**src/rtl/spi_slave_rx_mode_if.sv**
```systemverilog
// Bus bundle between an SPI master/FIFO side and the spi_slave_rx_mode receiver.
// The slave modport is the receiver's view.
interface spi_slave_rx_mode_if #(
    parameter int DATA_WIDTH = 8,
    parameter int DROP_CNT_W = 8
);
    logic                  sclk;
    logic                  cs_n;
    logic                  mosi;
    logic                  cpol;
    logic                  cpha;
    logic                  wr_full;
    logic                  stat_clr;
    logic [DATA_WIDTH-1:0] rx_data;
    logic                  wr_en;
    logic                  busy;
    logic                  frame_err;
    logic                  overflow;
    logic [DROP_CNT_W-1:0] drop_cnt;

    modport master (
        output sclk, cs_n, mosi, cpol, cpha, wr_full, stat_clr,
        input  rx_data, wr_en, busy, frame_err, overflow, drop_cnt
    );

    modport slave (
        input  sclk, cs_n, mosi, cpol, cpha, wr_full, stat_clr,
        output rx_data, wr_en, busy, frame_err, overflow, drop_cnt
    );
endinterface

```
**src/rtl/spi_slave_rx_mode.sv**
```systemverilog
// Oversampled SPI slave receiver supporting all four SPI modes, configurable frame
// width and bit order; pushes frames to a FIFO and reports drops and aborted frames.
module spi_slave_rx_mode #(
    parameter int DATA_WIDTH  = 8,
    parameter int MSB_FIRST   = 1,
    parameter int SYNC_STAGES = 2,
    parameter int DROP_CNT_W  = 8
) (
    input  logic               wr_clk,
    input  logic               wr_rst_n,
    spi_slave_rx_mode_if.slave bus
);
    localparam int              CNT_W    = $clog2(DATA_WIDTH + 1);
    localparam logic [CNT_W-1:0] FULL_CNT = CNT_W'(DATA_WIDTH);

    typedef enum logic {IDLE, SHIFT} state_t;

    logic [SYNC_STAGES-1:0] sclkSync_q, csSync_q, mosiSync_q;
    logic                   sclkPrev_q, csPrev_q;
    state_t                 state_q, state_d;
    logic                   cpol_q, cpol_d, cpha_q, cpha_d;
    logic [CNT_W-1:0]       bitCnt_q, bitCnt_d;
    logic [DATA_WIDTH-1:0]  shift_q, shift_d, rxData_q, rxData_d;
    logic                   frameErr_q, frameErr_d;
    logic                   overflow_q, overflow_d;
    logic [DROP_CNT_W-1:0]  dropCnt_q, dropCnt_d;

    logic sclkS, csS, mosiS;
    logic sclkRise, sclkFall, sampleEdge, csFall, csRise;
    logic frameDone, accept, drop;

    always_ff @(posedge wr_clk) begin
        if (!wr_rst_n) begin
            sclkSync_q <= '0;
            csSync_q   <= '1;
            mosiSync_q <= '0;
            sclkPrev_q <= 1'b0;
            csPrev_q   <= 1'b1;
        end else begin
            sclkSync_q <= {sclkSync_q[SYNC_STAGES-2:0], bus.sclk};
            csSync_q   <= {csSync_q[SYNC_STAGES-2:0], bus.cs_n};
            mosiSync_q <= {mosiSync_q[SYNC_STAGES-2:0], bus.mosi};
            sclkPrev_q <= sclkSync_q[SYNC_STAGES-1];
            csPrev_q   <= csSync_q[SYNC_STAGES-1];
        end
    end

    assign sclkS      = sclkSync_q[SYNC_STAGES-1];
    assign csS        = csSync_q[SYNC_STAGES-1];
    assign mosiS      = mosiSync_q[SYNC_STAGES-1];
    assign sclkRise   = sclkS & ~sclkPrev_q;
    assign sclkFall   = ~sclkS & sclkPrev_q;
    assign sampleEdge = (cpol_q == cpha_q) ? sclkRise : sclkFall;
    assign csFall     = ~csS & csPrev_q;
    assign csRise     = csS & ~csPrev_q;

    // The cycle after the last sample edge is the completion cycle; wr_full is judged there.
    assign frameDone = (state_q == SHIFT) && (bitCnt_q == FULL_CNT);
    assign accept    = frameDone & ~bus.wr_full;
    assign drop      = frameDone & bus.wr_full;

    always_ff @(posedge wr_clk) begin
        if (!wr_rst_n) begin
            state_q    <= IDLE;
            cpol_q     <= 1'b0;
            cpha_q     <= 1'b0;
            bitCnt_q   <= '0;
            shift_q    <= '0;
            rxData_q   <= '0;
            frameErr_q <= 1'b0;
            overflow_q <= 1'b0;
            dropCnt_q  <= '0;
        end else begin
            state_q    <= state_d;
            cpol_q     <= cpol_d;
            cpha_q     <= cpha_d;
            bitCnt_q   <= bitCnt_d;
            shift_q    <= shift_d;
            rxData_q   <= rxData_d;
            frameErr_q <= frameErr_d;
            overflow_q <= overflow_d;
            dropCnt_q  <= dropCnt_d;
        end
    end

    always_comb begin
        state_d    = state_q;
        cpol_d     = cpol_q;
        cpha_d     = cpha_q;
        bitCnt_d   = bitCnt_q;
        shift_d    = shift_q;
        rxData_d   = rxData_q;
        frameErr_d = 1'b0;
        overflow_d = overflow_q;
        dropCnt_d  = dropCnt_q;

        // A clear and a drop in the same cycle leave exactly one drop recorded.
        if (bus.stat_clr) begin
            overflow_d = 1'b0;
            dropCnt_d  = '0;
        end
        if (drop) begin
            overflow_d = 1'b1;
            if (dropCnt_d != '1) begin
                dropCnt_d = dropCnt_d + DROP_CNT_W'(1);
            end
        end
        if (accept) begin
            rxData_d = shift_q;
        end

        case (state_q)
            IDLE: begin
                if (csFall) begin
                    state_d  = SHIFT;
                    cpol_d   = bus.cpol;
                    cpha_d   = bus.cpha;
                    bitCnt_d = '0;
                end
            end
            SHIFT: begin
                if (csRise) begin
                    state_d    = IDLE;
                    bitCnt_d   = '0;
                    frameErr_d = (bitCnt_q != '0) && (bitCnt_q != FULL_CNT);
                end else if (frameDone) begin
                    bitCnt_d = '0;
                end else if (sampleEdge) begin
                    if (MSB_FIRST != 0) begin
                        shift_d = {shift_q[DATA_WIDTH-2:0], mosiS};
                    end else begin
                        shift_d = {mosiS, shift_q[DATA_WIDTH-1:1]};
                    end
                    bitCnt_d = bitCnt_q + CNT_W'(1);
                end
            end
            default: state_d = IDLE;
        endcase
    end

    assign bus.wr_en     = accept;
    assign bus.rx_data   = accept ? shift_q : rxData_q;
    assign bus.busy      = (state_q == SHIFT);
    assign bus.frame_err = frameErr_q;
    assign bus.overflow  = overflow_q;
    assign bus.drop_cnt  = dropCnt_q;
endmodule

```
**src/flat_wrapper.sv**
```systemverilog
// flat-port wrapper written by rule: the top's interface ports become plain ports
module spi_slave_rx_mode_flat 
#(
    parameter int DATA_WIDTH  = 8,
    parameter int MSB_FIRST   = 1,
    parameter int SYNC_STAGES = 2,
    parameter int DROP_CNT_W  = 8
)
  (wr_clk, wr_rst_n, bus_sclk, bus_cs_n, bus_mosi, bus_cpol, bus_cpha, bus_wr_full, bus_stat_clr, bus_rx_data, bus_wr_en, bus_busy, bus_frame_err, bus_overflow, bus_drop_cnt);
  spi_slave_rx_mode_if #(.DATA_WIDTH(DATA_WIDTH), .DROP_CNT_W(DROP_CNT_W)) bus_i ();
  input  logic wr_clk;
  input  logic wr_rst_n;
  input wire logic [$bits(bus_i.sclk)-1:0] bus_sclk;
  input wire logic [$bits(bus_i.cs_n)-1:0] bus_cs_n;
  input wire logic [$bits(bus_i.mosi)-1:0] bus_mosi;
  input wire logic [$bits(bus_i.cpol)-1:0] bus_cpol;
  input wire logic [$bits(bus_i.cpha)-1:0] bus_cpha;
  input wire logic [$bits(bus_i.wr_full)-1:0] bus_wr_full;
  input wire logic [$bits(bus_i.stat_clr)-1:0] bus_stat_clr;
  output wire logic [$bits(bus_i.rx_data)-1:0] bus_rx_data;
  output wire logic [$bits(bus_i.wr_en)-1:0] bus_wr_en;
  output wire logic [$bits(bus_i.busy)-1:0] bus_busy;
  output wire logic [$bits(bus_i.frame_err)-1:0] bus_frame_err;
  output wire logic [$bits(bus_i.overflow)-1:0] bus_overflow;
  output wire logic [$bits(bus_i.drop_cnt)-1:0] bus_drop_cnt;
  assign bus_i.sclk = bus_sclk;
  assign bus_i.cs_n = bus_cs_n;
  assign bus_i.mosi = bus_mosi;
  assign bus_i.cpol = bus_cpol;
  assign bus_i.cpha = bus_cpha;
  assign bus_i.wr_full = bus_wr_full;
  assign bus_i.stat_clr = bus_stat_clr;
  assign bus_rx_data = bus_i.rx_data;
  assign bus_wr_en = bus_i.wr_en;
  assign bus_busy = bus_i.busy;
  assign bus_frame_err = bus_i.frame_err;
  assign bus_overflow = bus_i.overflow;
  assign bus_drop_cnt = bus_i.drop_cnt;
  spi_slave_rx_mode #(.DATA_WIDTH(DATA_WIDTH), .MSB_FIRST(MSB_FIRST), .SYNC_STAGES(SYNC_STAGES), .DROP_CNT_W(DROP_CNT_W)) u_core (.wr_clk(wr_clk), .wr_rst_n(wr_rst_n), .bus(bus_i));
endmodule
```
**config.mk**
```make
export PLATFORM = sky130hd
export DESIGN_NAME = spi_slave_rx_mode_flat
export DESIGN_NICKNAME = d
export VERILOG_FILES = /design/src/rtl/spi_slave_rx_mode_if.sv /design/src/rtl/spi_slave_rx_mode.sv /design/src/flat_wrapper.sv
export SDC_FILE = /design/constraint.sdc
export NUM_CORES = 1
export LEC_CHECK = 0
export BUFFER_PORTS_ARGS = -buffer_cell sky130_fd_sc_hd__buf_2
export CORE_ASPECT_RATIO = 0.5
export CORE_UTILIZATION = 54
export DETAILED_ROUTE_END_ITERATION = 10
export PLACE_DENSITY = 0.87
export SETUP_SLACK_MARGIN = 0.5
export SLEW_MARGIN = 5
export SYNTH_ARGS = -nofsm -noshare
export SYNTH_HDL_FRONTEND = slang
export SYNTH_SLANG_ARGS = --single-unit
```
**constraint.sdc**
```tcl
create_clock -name wr_clk -period 2.4 [get_ports wr_clk]
set_input_delay 0.48 -clock wr_clk [delete_from_list [all_inputs] [get_ports wr_clk]]
set_output_delay 0.48 -clock wr_clk [all_outputs]
set_load 0.05 [all_outputs]
```
==> results.sh <==
export IMPL_path_max_fanout=3
export IMPL_grt_overflow_total=0
export IMPL_end_kind="flop"
export IMPL_syn_nets=197
export IMPL_pre_cts_ws_ps=226.7
export IMPL_antenna_left=0
export IMPL_drc=0
export IMPL_fin_crit_ps=2297
export IMPL_ir_worst_vdd_v=0.0004693
export IMPL_grt_pass1_vias=1399
export IMPL_rsz0062_at_grt="yes"
export IMPL_seq_area_sq_um=832.0
export IMPL_cp_slowest_stage_delay_ps=540
export IMPL_cts_sinks=41
export IMPL_drtIter0Drc=129
export IMPL_place_inst=246
export IMPL_layout_common_cells="34 x dfxtp_1, 19 x buf_2, 16 x a21oi_1"
export IMPL_synth_cell_area_sq_mm=0.001697
export IMPL_via_count=1525
export IMPL_clock_path_buffers=2
export IMPL_status="finished, final reports clean"
export IMPL_start_kind="flop"
export IMPL_hold_path_class="input port to flop"
export IMPL_max_freq_mhz=435.4
export IMPL_async_flop_share_pct=0
export IMPL_area_growth_pct=32.52
export IMPL_synth_warnings=0
export IMPL_cts_clk_slew_worst_paths_ps=80
export IMPL_slew_headroom_pct=71.34
export IMPL_place_gp_congestion=0.8626
export IMPL_detail_route_vias_per_cell=5.690
export IMPL_tightestPinTransition_ps=426.0
export IMPL_hold_viol=0
export IMPL_synthCells=186
export IMPL_die_height_um=41.64
export IMPL_fin_ws_ps=103.1
export IMPL_nFillCells=162
export IMPL_cts_buffers=5
export IMPL_final_max_slew_viol_count=0
export IMPL_crit_family="simple AND/OR/NAND/NOR gates"
export IMPL_die_area_sq_mm=0.003384
export IMPL_p_per_area_mw_per_mm2=532.6
export IMPL_routed_wl_um=4228
export IMPL_ys_ff_latch=41
export IMPL_layout_commonest_cell="dfxtp_1"
export IMPL_grt_max_degree=22
export IMPL_power_mw=1.197
export IMPL_hpwl_um=2377
export IMPL_crit_buf_inv=3
export IMPL_fin_tns_setup_ps=0
export IMPL_initial_core_util_pct=61.00
export IMPL_num_rows=13
export IMPL_wl_per_cell_um=15.78
export IMPL_critPathArrivalTime_ps=2490
export IMPL_setup_viol=0
export IMPL_cts_tree="yes"
export IMPL_fin_crit_sh_pct=95.70
export IMPL_synth_cell_type_count=33
export IMPL_clock_root_buffer="clkbuf_8"
export IMPL_first_pass_iters=4
export IMPL_io_buffers=28
export IMPL_core_area_sq_mm=0.002781
export IMPL_drive_gt1_share_pct=33.33
export IMPL_groute_usage_overall_pct=25.78
export IMPL_slowest_stage="or4_4"
export IMPL_skew_ps=3.674
export IMPL_antenna_cells=0
export IMPL_worstSetupPathType="flop to flop"
export IMPL_seq_area_frac_synth_pct=48.38
export IMPL_syn_mean_instance_area_sq_um=9.122
export IMPL_p_leak_nw=0.8796
export IMPL_fin_nets=241
export IMPL_synth_edf_count=0
export IMPL_drv_cap=0
export IMPL_final_util_pct=80.84
export IMPL_worstPathCellList="inv_2, ha_4, nand4b_4, buf_4, buf_6, or4_4, or4_1, and3_1"
export IMPL_clkLatencyLatePin_ps=300
export IMPL_finalNonFillerCells=268
export IMPL_io_pins=29
export IMPL_multi_input_area_sq_um=889.6
export IMPL_grt_pass1_wl_um=6327
export IMPL_synthFlopType="dfxtp_1"
export IMPL_die_x_um=81.27
export IMPL_htree_levels=2
export IMPL_antenna_found_initial=0
export IMPL_worst_ep_required_time_ps=2590
[state kept, by name (all words and copies together), names as in the netlist]
register / cells
u_core.bitCnt_q: 4
u_core.bus.busy: 1
u_core.bus.drop_cnt: 8
u_core.bus.frame_err: 1
u_core.bus.overflow: 1
u_core.cpha_q: 1
u_core.cpol_q: 1
u_core.csPrev_q: 1
u_core.csSync_q: 2
u_core.mosiSync_q: 2
u_core.rxData_q: 8
u_core.sclkPrev_q: 1
u_core.sclkSync_q: 2
u_core.shift_q: 8
[worst reg2reg max path: stages (launching register included)]
cell and delay [ps]:
dfxtp_2 330, inv_2 70, ha_4 150, nand4b_4 130, buf_4 160, buf_6 100
or4_4 540, or4_1 520, and3_1 190
[synthesized netlist by cell type, types with 2 or more instances]
library cell  number  area share [%]
clkbuf_1           7             1.5
o21ai_0           13             3.8
and2_1            13             4.8
o211ai_1           2            0.88
ha_1               2             1.5
nor2_1             7             1.5
inv_1              8             1.8
nand4_1            2            0.74
and3_1             2            0.74
dfxtp_1           41              48
nand2_1            9             2.0
nand3_1           12             3.5
nor3_1             6             1.8
a31oi_1            3             1.1
nand2b_1          12             4.4
a21oi_1           16             4.7
a211oi_1           2            0.88
nor4_1             2            0.74
or4_1              4             1.8
mux2_2             9             6.0
and4b_1            2             1.2
[power breakdown]
part           internal (mW)  switching (mW)  leakage (nW)
Combinational         0.0249          0.0410         0.499
Clock                  0.202           0.236        0.0450
Sequential             0.687         0.00664         0.336
Total                  0.913           0.284         0.880
[area by class of cell]
cell class / instances / share of cell area [%]
tap: 37 / 2.059
clock inverter: 2 / 0.4452
multi-input combinational: 128 / 39.57
clock buffer: 6 / 3.228
inverter: 9 / 1.503
sequential: 41 / 37.01
timing repair buffer: 45 / 16.19
[final timing paths]
| kind | startpoint | end | slack (ps) | depth (start not counted) |
|---|---|---|---|---|
| hold / removal | bus_cs_n | u_core.csSync_q[0]$_SDFF_PN1_ | 360 | 2 |
| setup / recovery | u_core.bitCnt_q[0]$_SDFFE_PN0P_ | u_core.bus.drop_cnt[5]$_SDFF_PN0_ | 100 | 8 |
| setup reg to reg | u_core.bitCnt_q[0]$_SDFFE_PN0P_ | u_core.bus.drop_cnt[5]$_SDFF_PN0_ | 100 | 8 |
| hold reg to reg | u_core.csSync_q[0]$_SDFF_PN1_ | u_core.csSync_q[1]$_SDFF_PN1_ | 410 | 1 |
[routing by layer]
| layer | track usage [%] | vias to the layer above | share of wire [%] |
|---|---|---|---|
| li1 | - | 743 | - |
| met1 | 31.81 | 699 | 43 |
| met2 | 40.50 | 68 | 48 |
| met3 | 7.692 | 15 | 6.5 |
| met4 | 13.57 | 0 | 2.8 |
| met5 | 0 | - | 0 |
[per-stage QoR]
stage	hold slack (ps)	cell area [sq um]
global route	354.2	2248
CTS	356.0	2176
global placement	391.0	1936
finish	362.5	2248
detailed placement	391.7	1936
floorplan	386.3	1758
[cell families (layout without fill, tap and decap cells)]
group | count (synthesis) | count (layout) | synth area share, %
buffers and inverters | 17 | 62 | 3.835
AOI/OAI and AO/OA | 39 | 39 | 12.83
adders and majority gates | 2 | 2 | 1.475
and+or+nand+nor | 76 | 76 | 26.40
DFF | 41 | 41 | 48.38
muxes | 10 | 10 | 6.564
xor gates and xnor gates | 1 | 1 | 0.5163
[what timing repair did]
item	CTS	global route
cloned	1	0
resized for setup	19	9
pin swaps	2	2
endpoints found under the setup margin	10	12
setup buffers	8	5
hold buffers	0	0
Power figures use the tool's default switching activity.
